===== src/rtl/spi_master.sv =====
// SPI mode-0 initiator: one-cycle start -> 16-bit {addr, rw, data} frame, MSB first.
// Latency: done pulses in the cycle after edge 35*HALF_PERIOD, counting the accept edge as 0.
// Backpressure: start is accepted only while ready=1; requests in any other state are dropped.
//
// Ports:
//   clk, reset          system clock, async active-high reset
//   start, rw           request strobe (sampled only while ready) and direction (1 = read)
//   addr, wdata         7-bit address and 8-bit write data, captured with start
//   ready, done, rdata  idle flag, completion pulse, last byte read
//   sclk_pin, cs_pin,   SPI clock (idle low), chip select (active low)
//   mosi_pin, miso_pin  serial data out / in (miso sampled raw)
module spi_master #(
  parameter int HALF_PERIOD = 16
) (
  input  logic       clk,
  input  logic       reset,
  input  logic       start,
  input  logic       rw,
  input  logic [6:0] addr,
  input  logic [7:0] wdata,
  output logic       ready,
  output logic       done,
  output logic [7:0] rdata,
  output logic       sclk_pin,
  output logic       cs_pin,
  output logic       mosi_pin,
  input  logic       miso_pin
);

  localparam int CW = $clog2(2 * HALF_PERIOD);
  // Phase counters are loaded with (length - 1) and the phase ends when they reach 0.
  localparam logic [CW-1:0] LP_HALF = CW'(HALF_PERIOD - 1);
  localparam logic [CW-1:0] LP_GAP  = CW'(2 * HALF_PERIOD - 1);
  localparam logic [CW-1:0] LP_ONE  = CW'(1);

  typedef enum logic [2:0] {
    S_IDLE,
    S_SETUP,
    S_HIGH,
    S_LOW,
    S_GAP
  } state_t;

  state_t        r_state;
  logic [CW-1:0] r_phase;
  logic [4:0]    r_bit;
  logic [15:0]   r_tx;
  // Seven bits suffice: the eighth data bit arrives on the final capture and goes
  // straight into rdata together with the seven already shifted in.
  logic [6:0]    r_rx;
  logic          r_rw;
  logic          r_ready;
  logic          r_done;
  logic [7:0]    r_rdata;
  logic          r_sclk;
  logic          r_cs;
  logic          r_mosi;

  logic          w_phase_end;
  logic          w_capture;
  logic          w_last_bit;
  logic [7:0]    w_rx_next;

  assign w_phase_end = (r_phase == '0);
  // In HIGH the bit counter is 0..15, so bit 3 marks the data half (bits 8..15).
  assign w_capture   = r_rw && r_bit[3];
  assign w_last_bit  = (r_bit == 5'd15);
  assign w_rx_next   = {r_rx, miso_pin};

  always_ff @(posedge clk or posedge reset) begin
    if (reset) begin
      r_state <= S_IDLE;
      r_phase <= '0;
      r_bit   <= '0;
      r_tx    <= '0;
      r_rx    <= '0;
      r_rw    <= 1'b0;
      r_ready <= 1'b1;
      r_done  <= 1'b0;
      r_rdata <= '0;
      r_sclk  <= 1'b0;
      r_cs    <= 1'b1;
      r_mosi  <= 1'b0;
    end else begin
      r_done <= 1'b0;
      case (r_state)
        S_IDLE: begin
          if (start) begin
            // Reads shift out zeros in the data byte; the slave owns miso then.
            r_tx    <= {addr, rw, (rw ? 8'h00 : wdata)};
            r_rw    <= rw;
            r_mosi  <= addr[6];
            r_cs    <= 1'b0;
            r_ready <= 1'b0;
            r_bit   <= '0;
            r_phase <= LP_HALF;
            r_state <= S_SETUP;
          end
        end

        S_SETUP: begin
          if (w_phase_end) begin
            r_sclk  <= 1'b1;
            r_phase <= LP_HALF;
            r_state <= S_HIGH;
          end else begin
            r_phase <= r_phase - LP_ONE;
          end
        end

        S_HIGH: begin
          if (w_phase_end) begin
            r_sclk  <= 1'b0;
            r_phase <= LP_HALF;
            r_bit   <= r_bit + 5'd1;
            // Zeros shift in from the bottom, so after the 16th bit mosi idles at 0.
            r_tx    <= {r_tx[14:0], 1'b0};
            r_mosi  <= r_tx[14];
            if (w_capture) begin
              r_rx <= w_rx_next[6:0];
              if (w_last_bit) begin
                r_rdata <= w_rx_next;
              end
            end
            r_state <= S_LOW;
          end else begin
            r_phase <= r_phase - LP_ONE;
          end
        end

        S_LOW: begin
          if (w_phase_end) begin
            if (r_bit == 5'd16) begin
              // This LOW was the hold phase after the last bit.
              r_cs    <= 1'b1;
              r_phase <= LP_GAP;
              r_state <= S_GAP;
            end else begin
              r_sclk  <= 1'b1;
              r_phase <= LP_HALF;
              r_state <= S_HIGH;
            end
          end else begin
            r_phase <= r_phase - LP_ONE;
          end
        end

        S_GAP: begin
          if (w_phase_end) begin
            r_ready <= 1'b1;
            r_done  <= 1'b1;
            r_state <= S_IDLE;
          end else begin
            r_phase <= r_phase - LP_ONE;
          end
        end

        default: begin
          r_sclk  <= 1'b0;
          r_cs    <= 1'b1;
          r_mosi  <= 1'b0;
          r_ready <= 1'b1;
          r_state <= S_IDLE;
        end
      endcase
    end
  end

  assign ready    = r_ready;
  assign done     = r_done;
  assign rdata    = r_rdata;
  assign sclk_pin = r_sclk;
  assign cs_pin   = r_cs;
  assign mosi_pin = r_mosi;

endmodule


===== config.mk =====
export PLATFORM = sky130hd
export DESIGN_NAME = spi_master
export DESIGN_NICKNAME = d
export VERILOG_FILES = /design/src/rtl/spi_master.sv
export SDC_FILE = /design/constraint.sdc
export NUM_CORES = 1
export LEC_CHECK = 0
export BUFFER_PORTS_ARGS = -buffer_cell sky130_fd_sc_hd__buf_4
export CORE_MARGIN = 8
export CORE_UTILIZATION = 45
export CTS_CLUSTER_DIAMETER = 200
export DETAILED_ROUTE_END_ITERATION = 10
export PLACE_DENSITY = 0.69
export SLEW_MARGIN = 15
export SYNTH_ARGS = -nofsm -noshare
export SYNTH_HDL_FRONTEND = slang
export SYNTH_SLANG_ARGS = --single-unit

===== constraint.sdc =====
create_clock -name clk -period 2.5 [get_ports clk]
set_input_delay 0.375 -clock clk [delete_from_list [all_inputs] [get_ports clk]]
set_output_delay 0.375 -clock clk [all_outputs]
set_load 0.02 [all_outputs]

# Word-level counts from Yosys, hierarchy flattened
# Index checks and enable logic that the tools add are counted.
[totals]
wordCells = 87
output_inout_bits = 13
input_bits = 20
register_bits = 49
[op_classes]
n_bitwise = 4
n_eq_ne = 14
reduce_logical = 20
addsub = 2
mux = 35
[ops]
columns = ["op", "count"]
rows = [
  ["2-to-1 mux 5 bit", 7],
  ["2-to-1 mux 15 bit", 2],
  ["case mux 15 bit (2 select lines)", 1],
  ["case mux 5 bit (4 select lines)", 1],
  ["2-to-1 mux 3 bit", 6],
  ["!= test 2 bit (second input constant)", 8],
  ["case mux 3 bit (5 select lines)", 1],
  ["AND reduction 3 bit", 5],
  ["2-to-1 mux 1 bit", 11],
  ["case mux 5 bit (2 select lines)", 1],
  ["AND reduction 5 bit", 2],
  ["case mux 1 bit (3 select lines)", 3],
  ["OR reduction 3 bit", 3],
  ["2-to-1 mux 8 bit", 1],
  ["AND reduction 4 bit", 2],
  ["equality test 3 x 2 -> 1 bit (second input constant)", 2],
  ["adder 5 x 1 -> 5 bit (second input constant)", 1],
  ["equality test 5 x 4 -> 1 bit (second input constant)", 1],
  ["equality test 5 bit (second input constant)", 1],
  ["zero test 5 bit", 1],
  ["subtractor 5 x 1 -> 5 bit (second input constant)", 1],
  ["NOT 1 bit", 4],
  ["case mux 1 bit (4 select lines)", 1],
  ["nonzero test 4 bit", 1],
  ["other kinds (7)", 8],
]

# Depth between registers and ports, before layout
[logic_depth]
ltp_word = 4
depth_mapped = 7
depth_no_buf = 6

# Worst setup path after synthesis
# No wires, ideal clock.
[synth_path]
kind = "register to register"
startpoint = "register r_phase[0]"
endpoint = "register r_tx[14]"
setup_slack_ps = 654
stages_incl_launch_ff = 8
required_time_ps = 2375
t_arrival_ps = 1721
setup_ps = 125
path_cell_list = "dfrtp_1 inv_1 ha_1 nor4b_4 a21oi_1 nor3_4 buf_4 mux2_2"
[synth_between]
elab_chain_len = 3
[synth_rtl]
columns = ["item", "line", "source"]
rows = [
  ["start: declaration", "45", "logic [CW-1:0] r_phase;"],
  ["start signal: assignment", "107", "r_phase <= r_phase - LP_ONE;"],
  ["start signal: assignment", "127", "r_phase <= r_phase - LP_ONE;"],
  ["start signal: assignment", "144", "r_phase <= r_phase - LP_ONE;"],
  ["zero test 5 bit", "64", "assign w_phase_end = (r_phase == '0);"],
  ["!= test 2 bit (no line)", "-", ""],
  ["AND reduction 3 bit (no line)", "-", ""],
  ["end signal: assignment", "90", "r_tx <= {addr, rw, (rw ? 8'h00 : wdata)};"],
  ["end signal: assignment", "117", "r_tx <= {r_tx[14:0], 1'b0};"],
  ["end: declaration", "47", "logic [15:0] r_tx;"],
]
# Every way passes these cells.
# A chain may end at the register's enable or synchronous reset.

# Worst setup path in the final report
[layout_path]
startpoint = "register r_phase[0]"
endpoint = "register r_mosi (netlist: mosi_pin)"
[layout_between]
elab_chain_len = 3
[layout_rtl]
columns = ["item", "line", "source"]
rows = [
  ["zero test 5 bit", "64", ""],
  ["!= test 2 bit (no line)", "-", ""],
  ["AND reduction 3 bit (no line)", "-", ""],
  ["end signal: assignment", "92", "r_mosi <= addr[6];"],
  ["end signal: assignment", "118", "r_mosi <= r_tx[14];"],
  ["end: declaration", "57", "logic r_mosi;"],
]
# Every way passes these cells.

==> run_results.csv <==
group,metric,value,unit
yosys,synth_commonest_cells,"dfrtp_1, mux2_2, a22o_1, nand2_1, nor2_1",
drt,wl_per_cell,15.2,um
yosys,synth_area_leaders,"dfrtp_1, mux2_2, a22o_1",
yosys,avgSynthCellArea,11.7,um^2
power_and_ir_drop,switching_share,32.3,%
clock_network,cts_tree,"built",
timing,relSlewSlack,56.9,%
yosys,synth_cell_type_count,47,
layout,drive_gt1_share,38.0,%
power_and_ir_drop,cellPowerDensity,905,mW/mm^2
timing,rsz0062_at_grt,"no",
yosys,yosysTopAreaCell,"dfrtp_1",
drt,vias,1745,
setup_path,r2r_slack,0.50,ns
clock_network,post_cts_resized,0,
power_and_ir_drop,p_leak,1.34,nW
drt,postRouteAntennaNets,0,
global_route,gr-total-overflow,0,
layout,syn_to_final_growth,17.6,%
yosys,synth_ff_type,"dfrtp_1",
clock_network,clockBufferDepth,2,
timing,min_period,2.00,ns
power_and_ir_drop,internal_power,1.76,mW
timing,fin_setup_tns,0,ns
clock_network,clk_pin_slew_worst_paths,0.09,ns
min_path,hp-class,"input port to async pin",
clock_network,hold_buffers,0,
global_route,grt_first_pass_wirelength,8420,um
yosys,synth_seq_area_share,50.3,%
die,die_w,89.7,um
die,die_h,89.7,um
die,boundaryPins,33,
power_and_ir_drop,netSwitchingPower,0.841,mW
place,port_buffers,32,
timing,period_share,79.9,%
drt,drt_wl_total,4780,um
clock_network,cts_buffers,5,
global_route,grt_max_degree,26,
global_route,grt_use_total,13.4,%
yosys,synth_most_common_cell,"dfrtp_1",
timing,worst_slack,0.502,ns
timing,hold_violations,0,
yosys,synth.top_cell.area_share,48.1,%
yosys,ys_async_sr_fraction,100,%
die,core.rowCount,27,
setup_path,crit_fanout,12,
drt,via_per_inst,5.56,
yosys,netlist_area,0.00244,mm^2
global_route,antenna_found_initial,0,
setup_path,critPathRequiredTime,2.69,ns
layout,insertedDiodeCount,0,
drt,drtIter0Drc,53,
clock_network,ctsHtreeMaxLevel,2,
power_and_ir_drop,pwr-share-clk,21.7,%
die,initial_utilization,45.5,%
die,core,0.00537,mm^2
die,dieArea,0.00804,mm^2
place,dpl_worst_slack,0.519,ns
drt,first_pass_iters,4,
yosys,syn-num-nets,233,
timing,tightest_slew,0.647,ns
setup_path,critPathArrivalTime,2.19,ns
yosys,syn_inst,209,
place,dp_hpwl,3400,um
timing,skew,0.0104,ns
timing,drv_slew,0,
setup_path,worstSetupStartpointType,"register",
clock_network,cts_setup_buffers,0,
clock_network,insertion_delay,0.30,ns
yosys,ys_warn_count,0,
timing,setup_viol,0,
power_and_ir_drop,ir_drop,0.477,mV
yosys,synth_edf_count,0,
clock_network,clock-sinks,49,
clock_network,cts_root_buffer,"clkbuf_8",
place,place_inst,306,
power_and_ir_drop,pwr-share-comb,31.2,%
timing,fmax,501,MHz
run,maxCapViolations,0,
global_route,grt_pass1_vias,1752,
drt,drcViolationCount,0,
layout,fin_nets,265,
yosys,ys_ff_latch,49,
layout,layout.cells.non_filler,314,
timing,holdWs,0.115,ns
power_and_ir_drop,power_frac_seq,47.0,%
run_status,status,"complete, no violations",
setup_path,cp-end-kind,"register",
place,gp_congestion,0.867,
setup_path,criticalPathCategory,"register to register",
==> final cells by class <==
class | count | area [um^2]
timing repair buffer | 38 | 298
fill | 465 | 2500
inverter | 8 | 30.0
multi-input combinational | 139 | 1120
clock buffer | 6 | 72.6
clock inverter | 2 | 38.8
tap | 72 | 90.1
sequential | 49 | 1230
==> cells by family (layout without fill, tap and decap cells) <==
group / after synthesis / in the layout / share of synthesized area (%)
DFF: 49 / 49 / 50.3
xor gates and xnor gates: 2 / 2 / 0.717
and+or+nand+nor: 53 / 53 / 12.9
AOI/OAI and AO/OA: 43 / 43 / 13.1
muxes: 37 / 37 / 16.9
buffers and inverters: 21 / 54 / 4.04
adders and majority gates: 4 / 4 / 2.05
==> flip-flops by register name, summed over array words and instances, names as in the netlist <==
register	cells
mosi_pin	1
ready	1
done	1
cs_pin	1
sclk_pin	1
r_phase	5
r_bit	5
r_state	3
r_rx	7
rdata	8
r_tx	15
r_rw	1
==> critical path, stage by stage, from the launching register on <==
cell and delay, ns:
dfrtp_1 0.42, inv_1 0.10, ha_1 0.21, or4b_4 0.57, a31oi_1 0.23, mux2_2 0.36
==> per-layer routing <==
metal,track usage [%],vias up,routed length (um)
li1,-,838,-
met1,17.0,869,2180
met2,21.1,32,2280
met3,3.55,6,233
met4,5.44,0,81
met5,0,-,0
==> cell usage in the layout (no fill, tap or decap), types with 2 or more instances in the layout <==
cell      instances
a31oi_1           3
dfrtp_1          47
clkbuf_8          5
inv_1             7
and3_1            3
nand2_1          11
nor2b_1           3
buf_4            37
a311oi_1          2
nor3_1            8
o21ai_0           8
nand3_1           6
dfstp_2           2
mux2_2           35
o21ba_2           2
ha_1              4
nor2_1           11
mux2i_1           2
a22o_1           12
a21oi_1           4
==> power groups by stage <==
stage	Clock [mW]	Combinational [mW]	Sequential, mW
floorplan	0	0.696	1.15
global placement	0	0.800	1.23
detailed placement	0	0.814	1.24
CTS	0.587	0.818	1.22
global route	0.624	0.914	1.26
finish	0.566	0.812	1.22
==> per-stage QoR <==
stage	power (mW)	util (%)	area (um^2)
after detailed placement	2.05	51.4	2760
final	2.60	53.5	2870
after global routing	2.80	53.5	2870
after global placement	2.04	51.4	2760
after floorplan	1.85	-	2440
after CTS	2.63	53.5	2870
==> path summary, 6_finish.rpt <==
path	start	endpoint	depth (start not counted)
worst max register to register	r_phase[0]	mosi_pin	5
min in group clk	wdata[0]	r_tx[0]	2
worst max-delay path	r_phase[0]	mosi_pin	5
worst min register to register	r_rx[6]	r_rx[6]	1
max in group asynchronous	reset	r_rx[6]	3
worst min-delay path	reset	r_tx[6]	2
No activity file was read; power rests on OpenSTA's default activity.
